### config.mk
export PLATFORM = sky130hd
export DESIGN_NAME = alu_exec_unit
export DESIGN_NICKNAME = d
export VERILOG_FILES = /design/src/rtl/alu_exec_unit.sv
export SDC_FILE = /design/constraint.sdc
export NUM_CORES = 1
export LEC_CHECK = 0
export ABC_AREA = 1
export CAP_MARGIN = 20
export CORE_ASPECT_RATIO = 0.8
export CORE_UTILIZATION = 45
export DETAILED_ROUTE_END_ITERATION = 12
export PLACE_DENSITY = 0.66
export SLEW_MARGIN = 20
export SYNTH_ARGS = -nofsm -noshare
export SYNTH_HDL_FRONTEND = slang
export SYNTH_SLANG_ARGS = --single-unit
### constraint.sdc
create_clock -name clk -period 4.6 [get_ports clk]
set_clock_uncertainty 0.15 [all_clocks]
set_input_delay 1.15 -clock clk [delete_from_list [all_inputs] [get_ports clk]]
set_output_delay 1.15 -clock clk [all_outputs]
set_load 0.05 [all_outputs]
### src/rtl/alu_exec_unit.sv
// Multi-cycle ALU execution unit with valid/ready on both sides; shifts run serially
// one bit per cycle unless ALU_FAST_SHIFT_EN is defined (single-cycle barrel shifter).
module alu_exec_unit #(
  parameter logic [31:0] XORID_KEY = 32'h0000_0000
) (
  input  logic        clk,
  input  logic        reset,
  input  logic        in_valid,
  output logic        in_ready,
  input  logic [3:0]  alu_control,
  input  logic [31:0] src_a,
  input  logic [31:0] src_b,
  output logic        out_valid,
  input  logic        out_ready,
  output logic [31:0] result,
  output logic        zero,
  output logic        illegal,
  output logic        busy
);

  localparam logic [3:0] OP_ADD   = 4'b0000;
  localparam logic [3:0] OP_SUB   = 4'b0001;
  localparam logic [3:0] OP_AND   = 4'b0010;
  localparam logic [3:0] OP_OR    = 4'b0011;
  localparam logic [3:0] OP_XOR   = 4'b0100;
  localparam logic [3:0] OP_SLL   = 4'b0101;
  localparam logic [3:0] OP_SRL   = 4'b0110;
  localparam logic [3:0] OP_SRA   = 4'b0111;
  localparam logic [3:0] OP_SLT   = 4'b1000;
  localparam logic [3:0] OP_SLTU  = 4'b1001;
  localparam logic [3:0] OP_PASSB = 4'b1010;
  localparam logic [3:0] OP_XORID = 4'b1111;

  localparam logic [1:0] S_IDLE  = 2'd0;
  localparam logic [1:0] S_SHIFT = 2'd1;
  localparam logic [1:0] S_DONE  = 2'd2;

  logic [1:0]  r_state;
  logic [31:0] r_result;
  logic        r_zero;
  logic        r_illegal;

  logic        w_accept;
  logic [4:0]  w_shamt;
  logic [31:0] w_sll;
  logic [31:0] w_srl;
  logic [31:0] w_sra;
  logic [31:0] w_result;
  logic        w_illegal;

  assign w_accept = in_valid & in_ready;
  assign w_shamt  = src_b[4:0];

`ifdef ALU_FAST_SHIFT_EN
  assign w_sll = src_a << w_shamt;
  assign w_srl = src_a >> w_shamt;
  assign w_sra = $unsigned($signed(src_a) >>> w_shamt);
`else
  // Only reached with shamt==0 here; nonzero shifts go through the serial path.
  assign w_sll = src_a;
  assign w_srl = src_a;
  assign w_sra = src_a;

  logic [31:0] r_acc;
  logic [4:0]  r_cnt;
  logic [1:0]  r_shift_op;
  logic [31:0] w_acc_next;
  logic        w_start_serial;

  assign w_start_serial = (alu_control inside {OP_SLL, OP_SRL, OP_SRA}) && (w_shamt != 5'd0);

  // Shift kind is carried in the low two opcode bits: 01 SLL, 10 SRL, 11 SRA.
  always_comb begin
    w_acc_next = r_acc;
    case (r_shift_op)
      2'b01:   w_acc_next = {r_acc[30:0], 1'b0};
      2'b10:   w_acc_next = {1'b0, r_acc[31:1]};
      default: w_acc_next = {r_acc[31], r_acc[31:1]};
    endcase
  end
`endif

  always_comb begin
    w_result  = 32'd0;
    w_illegal = 1'b0;
    case (alu_control)
      OP_ADD:   w_result = src_a + src_b;
      OP_SUB:   w_result = src_a - src_b;
      OP_AND:   w_result = src_a & src_b;
      OP_OR:    w_result = src_a | src_b;
      OP_XOR:   w_result = src_a ^ src_b;
      OP_SLL:   w_result = w_sll;
      OP_SRL:   w_result = w_srl;
      OP_SRA:   w_result = w_sra;
      OP_SLT:   w_result = {31'd0, $signed(src_a) < $signed(src_b)};
      OP_SLTU:  w_result = {31'd0, src_a < src_b};
      OP_PASSB: w_result = src_b;
      OP_XORID: w_result = src_a ^ src_b ^ XORID_KEY;
      default:  w_illegal = 1'b1;
    endcase
  end

  always_ff @(posedge clk) begin
    if (reset) begin
      r_state    <= S_IDLE;
      r_result   <= 32'd0;
      r_zero     <= 1'b0;
      r_illegal  <= 1'b0;
`ifndef ALU_FAST_SHIFT_EN
      r_acc      <= 32'd0;
      r_cnt      <= 5'd0;
      r_shift_op <= 2'b00;
`endif
    end else begin
      case (r_state)
        S_IDLE: begin
          if (w_accept) begin
`ifndef ALU_FAST_SHIFT_EN
            if (w_start_serial) begin
              r_acc      <= src_a;
              r_cnt      <= w_shamt;
              r_shift_op <= alu_control[1:0];
              r_state    <= S_SHIFT;
            end else begin
              r_result   <= w_result;
              r_zero     <= (w_result == 32'd0);
              r_illegal  <= w_illegal;
              r_state    <= S_DONE;
            end
`else
            r_result  <= w_result;
            r_zero    <= (w_result == 32'd0);
            r_illegal <= w_illegal;
            r_state   <= S_DONE;
`endif
          end
        end
`ifndef ALU_FAST_SHIFT_EN
        S_SHIFT: begin
          r_acc <= w_acc_next;
          r_cnt <= r_cnt - 5'd1;
          if (r_cnt == 5'd1) begin
            r_result  <= w_acc_next;
            r_zero    <= (w_acc_next == 32'd0);
            r_illegal <= 1'b0;
            r_state   <= S_DONE;
          end
        end
`endif
        S_DONE: begin
          if (out_ready) begin
            r_state <= S_IDLE;
          end
        end
        default: r_state <= S_IDLE;
      endcase
    end
  end

  assign in_ready  = (r_state == S_IDLE) & ~reset;
  assign out_valid = (r_state == S_DONE);
  assign busy      = (r_state != S_IDLE);
  assign result    = r_result;
  assign zero      = r_zero;
  assign illegal   = r_illegal;

endmodule
# Yosys cells after proc, flatten, opt, wreduce, memory -nomap -nowiden
# Cells that the tools add are included.
word_totals:
  mem_count: 0
  out_inout_bits: 37
  ff_bits: 75
  romBits: 0
  latch_bits: 0
  ramBits: 0
  input_bits: 72
classes:
  reduce_logical: 16
  div_mod_pow: 0
  mux: 26
  order_cmp: 2
  shifts: 0
  bitwise: 6
  n_addsub: 3
  eq_ne: 21
  n_mul: 0
op_table:
  columns: ["operator", "n"]
  rows:
  - ["$pmux 32 s9", 1]
  - ["$pmux 32 s2", 3]
  - ["$mux 32", 5]
  - ["$logic_not 32->1", 2]
  - ["$lt 32x32->1", 2]
  - ["$add 32x32->32", 1]
  - ["$and 32x32->32", 1]
  - ["$or 32x32->32", 1]
  - ["$sub 32x32->32", 1]
  - ["$xor 32x32->32", 1]
  - ["$eq 4x3->1 const B", 4]
  - ["$eq 4x4->1 const B", 4]
  - ["$reduce_or 12->1", 1]
  - ["$mux 5", 2]
  - ["$pmux 5 s2", 1]
  - ["$reduce_and 3->1", 3]
  - ["$eq 4x2->1 const B", 2]
  - ["$mux 2", 4]
  - ["$ne 2x2->1 const B", 4]
  - ["$mux 1", 7]
  - ["$pmux 2 s3", 1]
  - ["$eq 5x1->1 const B", 1]
  - ["$reduce_bool 5->1", 1]
  - ["$sub 5x1->5 const B", 1]
  - ["15 further kinds", 20]

# Longest topological paths before layout
logic_depth:
  depth_word: 7
  ltp_mapped: 22
  depth_no_buf: 21

# Least setup slack after synthesis
# OpenSTA, ideal clock, no wires.
synth_timing:
  path_type: "input port to flip-flop"
  from: "in src_a[0]"
  to: "reg r_zero, in the netlist zero"
  cell_stages: 20
  arrival_time_ns: 3.031
  setup_time_ns: 0.070
  required_ns: 4.380
  setup_slack_ns: 1.349
  cell_sequence: "inv_1 -> ha_1 -> fa_1 -> inv_1 -> nand2_1 -> nand2_1 -> nand2_1 -> o21ai_2 -> nand2_1 -> nand2_1 -> nand2_1 -> nand3_1 -> nand3_1 -> nor2_1 -> nand2_1 -> inv_1 -> nand2_1 -> nor2_1 -> nand3_1 -> a21oi_1"
synth_between:
  elab_chain_len: 6
synth_lines:
  columns: ["element", "line", "rtl"]
  rows:
  - ["start, declared", "11", "input logic [31:0] src_a,"]
  - ["$sub 32x32->32, or another cell as far along", "88", "OP_SUB: w_result = src_a - src_b;"]
  - ["$pmux 32 s9 *", "86", "case (alu_control)"]
  - ["$logic_not 32->1 *", "126", "r_zero <= (w_result == 32'd0);"]
  - ["$mux 1 *", "119", "if (w_start_serial) begin"]
  - ["$mux 1 *", "117", "if (w_accept) begin"]
  - ["$pmux 1 s2 *", "115", "case (r_state)"]
  - ["end signal, assigned", "126", null]
  - ["end signal, assigned", "144", "r_zero <= (w_acc_next == 32'd0);"]
  - ["end, declared", "40", "logic r_zero;"]
# Every way passes the cells marked *; elsewhere a longest branch is shown, timed or not. The select of a mux whose other input is x is not followed.
# A chain may end at the register's enable or synchronous reset.

# Worst setup path in the final report
layout_timing:
  from: "in src_b[0]"
  to: "reg r_zero, in the netlist zero"
layout_between:
  elab_chain_len: 6
layout_lines:
  columns: ["element", "line", "rtl"]
  rows:
  - ["start, declared", "12", "input logic [31:0] src_b,"]
  - ["$sub 32x32->32, or another cell as far along", "88", null]
  - ["$pmux 32 s9", "86", null]
  - ["$logic_not 32->1", "126", null]
  - ["$mux 1", "119", null]
  - ["$mux 1", "117", null]
  - ["$pmux 1 s2", "115", null]
# Several ways; a longest one is shown, not always the timed one. The select of a mux whose other input is x is not followed.

==> flow_metrics.py <==
metrics = {
    "synthesis": {
        "yosysSeqAreaShare": 0.142,
        "ys_top_cells_by_count": "nand2_1, inv_1, nand3_1, nor2_1, ha_1",
        "yosysTopAreaCellShare": 0.192,
        "synth_cells": 1894,
        "synth_edf_count": 0,
        "avgSynthCellArea_sq_um": 5.57,
        "synth_seq_cells": 75,
        "synthesis.nets": 2068,
        "postSynth.asyncResetShare": 0,
        "synth_top_area_cell": "nand2_1",
        "synth.top_cells.by_area": "nand2_1, dfxtp_1, ha_1",
        "synth-main-ff-cell": "dfxtp_1",
        "ys_types": 37,
        "yosysMostFrequentCell": "nand2_1",
        "synth_area_sq_um": 10600,
        "ys_warn_count": 0,
    },
    "worst_setup_path": {
        "critPathRequiredTime_ns": 4.72,
        "arrival_ns": 4.44,
        "crit_family": "simple AND/OR/NAND/NOR gates",
        "crit_top_cell": "nand2_1",
        "startpoint_type": "input pin",
        "crit_path_end_kind": "flip-flop",
        "slowest_stage": "clkdlybuf4s50_1",
        "critPathKind": "in2reg",
        "critPathMaxFanout": 5,
        "crit_chain": "clkdlybuf4s50_1, ha_1, fa_1, nand3_1, nand3_1, nand2_1, nand2_1, nand2_1, nand2_1, nand2_1, nand2_1, nand2_1, nand3_1, nand3_1, nor2_1, nand2_1, nor2_1, nand3_1, a21oi_1",
        "critPathBufInv": 1,
        "max_stage_delay_ns": 0.62,
    },
    "timing": {
        "rsz0062_at_grt": "false",
        "maxSlewViolCount": 0,
        "hold_viol_final": 0,
        "fmax_mhz": 231,
        "final.setup.tns_ns": 0,
        "tightestPinTransition_ns": 1.02,
        "fin_hold_ws_ns": 0.329,
        "finalSetupViolCount": 0,
        "relSlewSlack": 0.321,
        "layout_min_cycle_time_ns": 4.33,
        "fin_crit_sh": 0.940,
    },
    "grt": {
        "grt_busiest_layer": "met2",
        "antenna_found_initial": 0,
        "grt_pass1_vias": 12300,
        "grt_util_met1": 0.485,
        "grt-ovfl-total": 0,
        "grt_use_total": 0.369,
        "grt_pass1_wl_mm": 68.8,
        "grtUsageMet2": 0.596,
        "grt_use_met3": 0.0526,
        "grt_max_degree": 60,
    },
    "power": {
        "power.total_mw": 3.40,
        "p_leak_nw": 6.45,
        "ir_worst_vdd_mv": 0.244,
        "power_density_nw_per_um2": 262,
    },
    "floorplanning": {
        "ioPinCount": 109,
        "die_h_um": 139,
        "die_w_um": 173,
        "std_cell_rows": 49,
        "die_area_sq_um": 24100,
        "initial_core_util": 0.464,
        "coreArea_sq_um": 22700,
    },
    "routing": {
        "viasPerCell": 5.76,
        "first_pass_iters": 6,
        "wl_per_cell_um": 19.4,
        "via_count": 13600,
        "drt_iter0_markers": 1555,
        "ant_nets": 0,
        "drc_errors": 0,
        "routed_wl_mm": 46.0,
    },
    "clocking": {
        "numCtsBuffers": 9,
        "cts_hold_buf": 0,
        "worstSkewPairLatency_ns": 0.34,
        "cts_root_buffer": "clkbuf_16",
        "cts.sinks": 75,
        "clockBufferDepth": 2,
        "htreeDepth": 3,
        "cts_setup_buffers": 0,
        "clk_pin_slew_worst_paths_ns": 0.06,
        "cts_tree": "built",
        "cts_resized": 0,
    },
    "hold_path": {
        "hp-class": "reg2reg",
    },
    "layout": {
        "nNetsFinal": 2231,
        "insertedDiodeCount": 0,
        "synthToLayoutAreaGrowth_pct": 22.7,
        "drive_gt1_frac": 0.0887,
        "final_cells": 2368,
        "stdcell_area_sq_um": 13000,
        "multi_input_area_sq_um": 7550,
        "register_area_sq_um": 1500,
        "fillers": 2404,
    },
    "placed_design": {
        "placedInstanceArea_sq_um": 12600,
        "hpwlAfterDp_mm": 37.6,
        "placedCellCount": 2352,
        "io_buffers": 108,
        "gp_congestion": 1.06,
    },
    "job": {
        "maxCapViolCount": 0,
    },
    "outcome": {
        "status": "finished clean",
    },
}
==> layer usage <==
metal / share of wire / routed length, um
met1: 0.42 / 19300
met4: 0.051 / 2360
met3: 0.090 / 4120
met5: 0 / 0
met2: 0.44 / 20200
==> sequential cells by signal (all words and copies together) (netlist names) <==
register and flops:
r_state 2, r_cnt 5, zero 1, r_acc 32, result 32, illegal 1, r_shift_op 2
==> worst reg2reg max path, cell delays in order, from the launching register on <==
cell and delay, ns:
dfxtp_1 0.34, inv_1 0.06, ha_1 0.42, inv_1 0.48
a32o_1 0.46, nor2_1 0.12, nand3_1 0.07, nor4_1 0.63
a31oi_1 0.20, a21oi_1 0.17
==> per-stage QoR <==
step                      setup WS [ns]   util
after global placement           0.0486  0.555
after floorplan                    1.35      -
after detailed placement         0.0571  0.555
final                             0.274  0.570
after global routing             0.0878  0.570
after CTS                         0.379  0.570
==> power breakdown <==
part           total, mW  internal [mW]  switching (mW)
clock network      0.780          0.502           0.278
logic               1.82          0.604            1.21
registers          0.800          0.741          0.0593
total               3.40           1.85            1.55
==> worst paths after layout <==
check	endpoint	start	slack [ns]	depth (start not counted)
hold reg to reg	r_acc[0]	r_acc[0]	0.33	2
setup / recovery	zero	src_b[0]	0.27	19
hold / removal	r_acc[0]	r_acc[0]	0.33	2
setup reg to reg	zero	r_shift_op[0]	1.43	9
==> cell families after synthesis <==
kind of cell,count (synthesis),share of synthesized area
buffers and inverters,382,0.144
flip-flops,75,0.142
AND/OR/NAND/NOR,1007,0.402
AO/OA/AOI/OAI,328,0.190
adder cells (fa/ha/maj),102,0.122
==> cell usage in the layout (no fill, tap or decap), drive strengths merged, types with 15 or more instances in the layout <==
master,instances
ha,100
nor2,195
buf,128
nand2,545
o21ai,75
inv,299
o21bai,15
a21oi,81
a31oi,58
nand3,188
o22ai,38
nand4,32
dfxtp,75
a32oi,24
nor3,28
clkdlybuf4s50,107
a211oi,27
==> layout make-up <==
cell class              count  share of cell area
repair buffers            235               0.160
flip-flops and latches     75               0.116
inverters                 299              0.0866
multi-input cells        1437               0.583
clock inverters             5             0.00580
clock buffers              11              0.0195
well taps                 306              0.0296
Note: power is estimated with default switching activity, not from simulation.
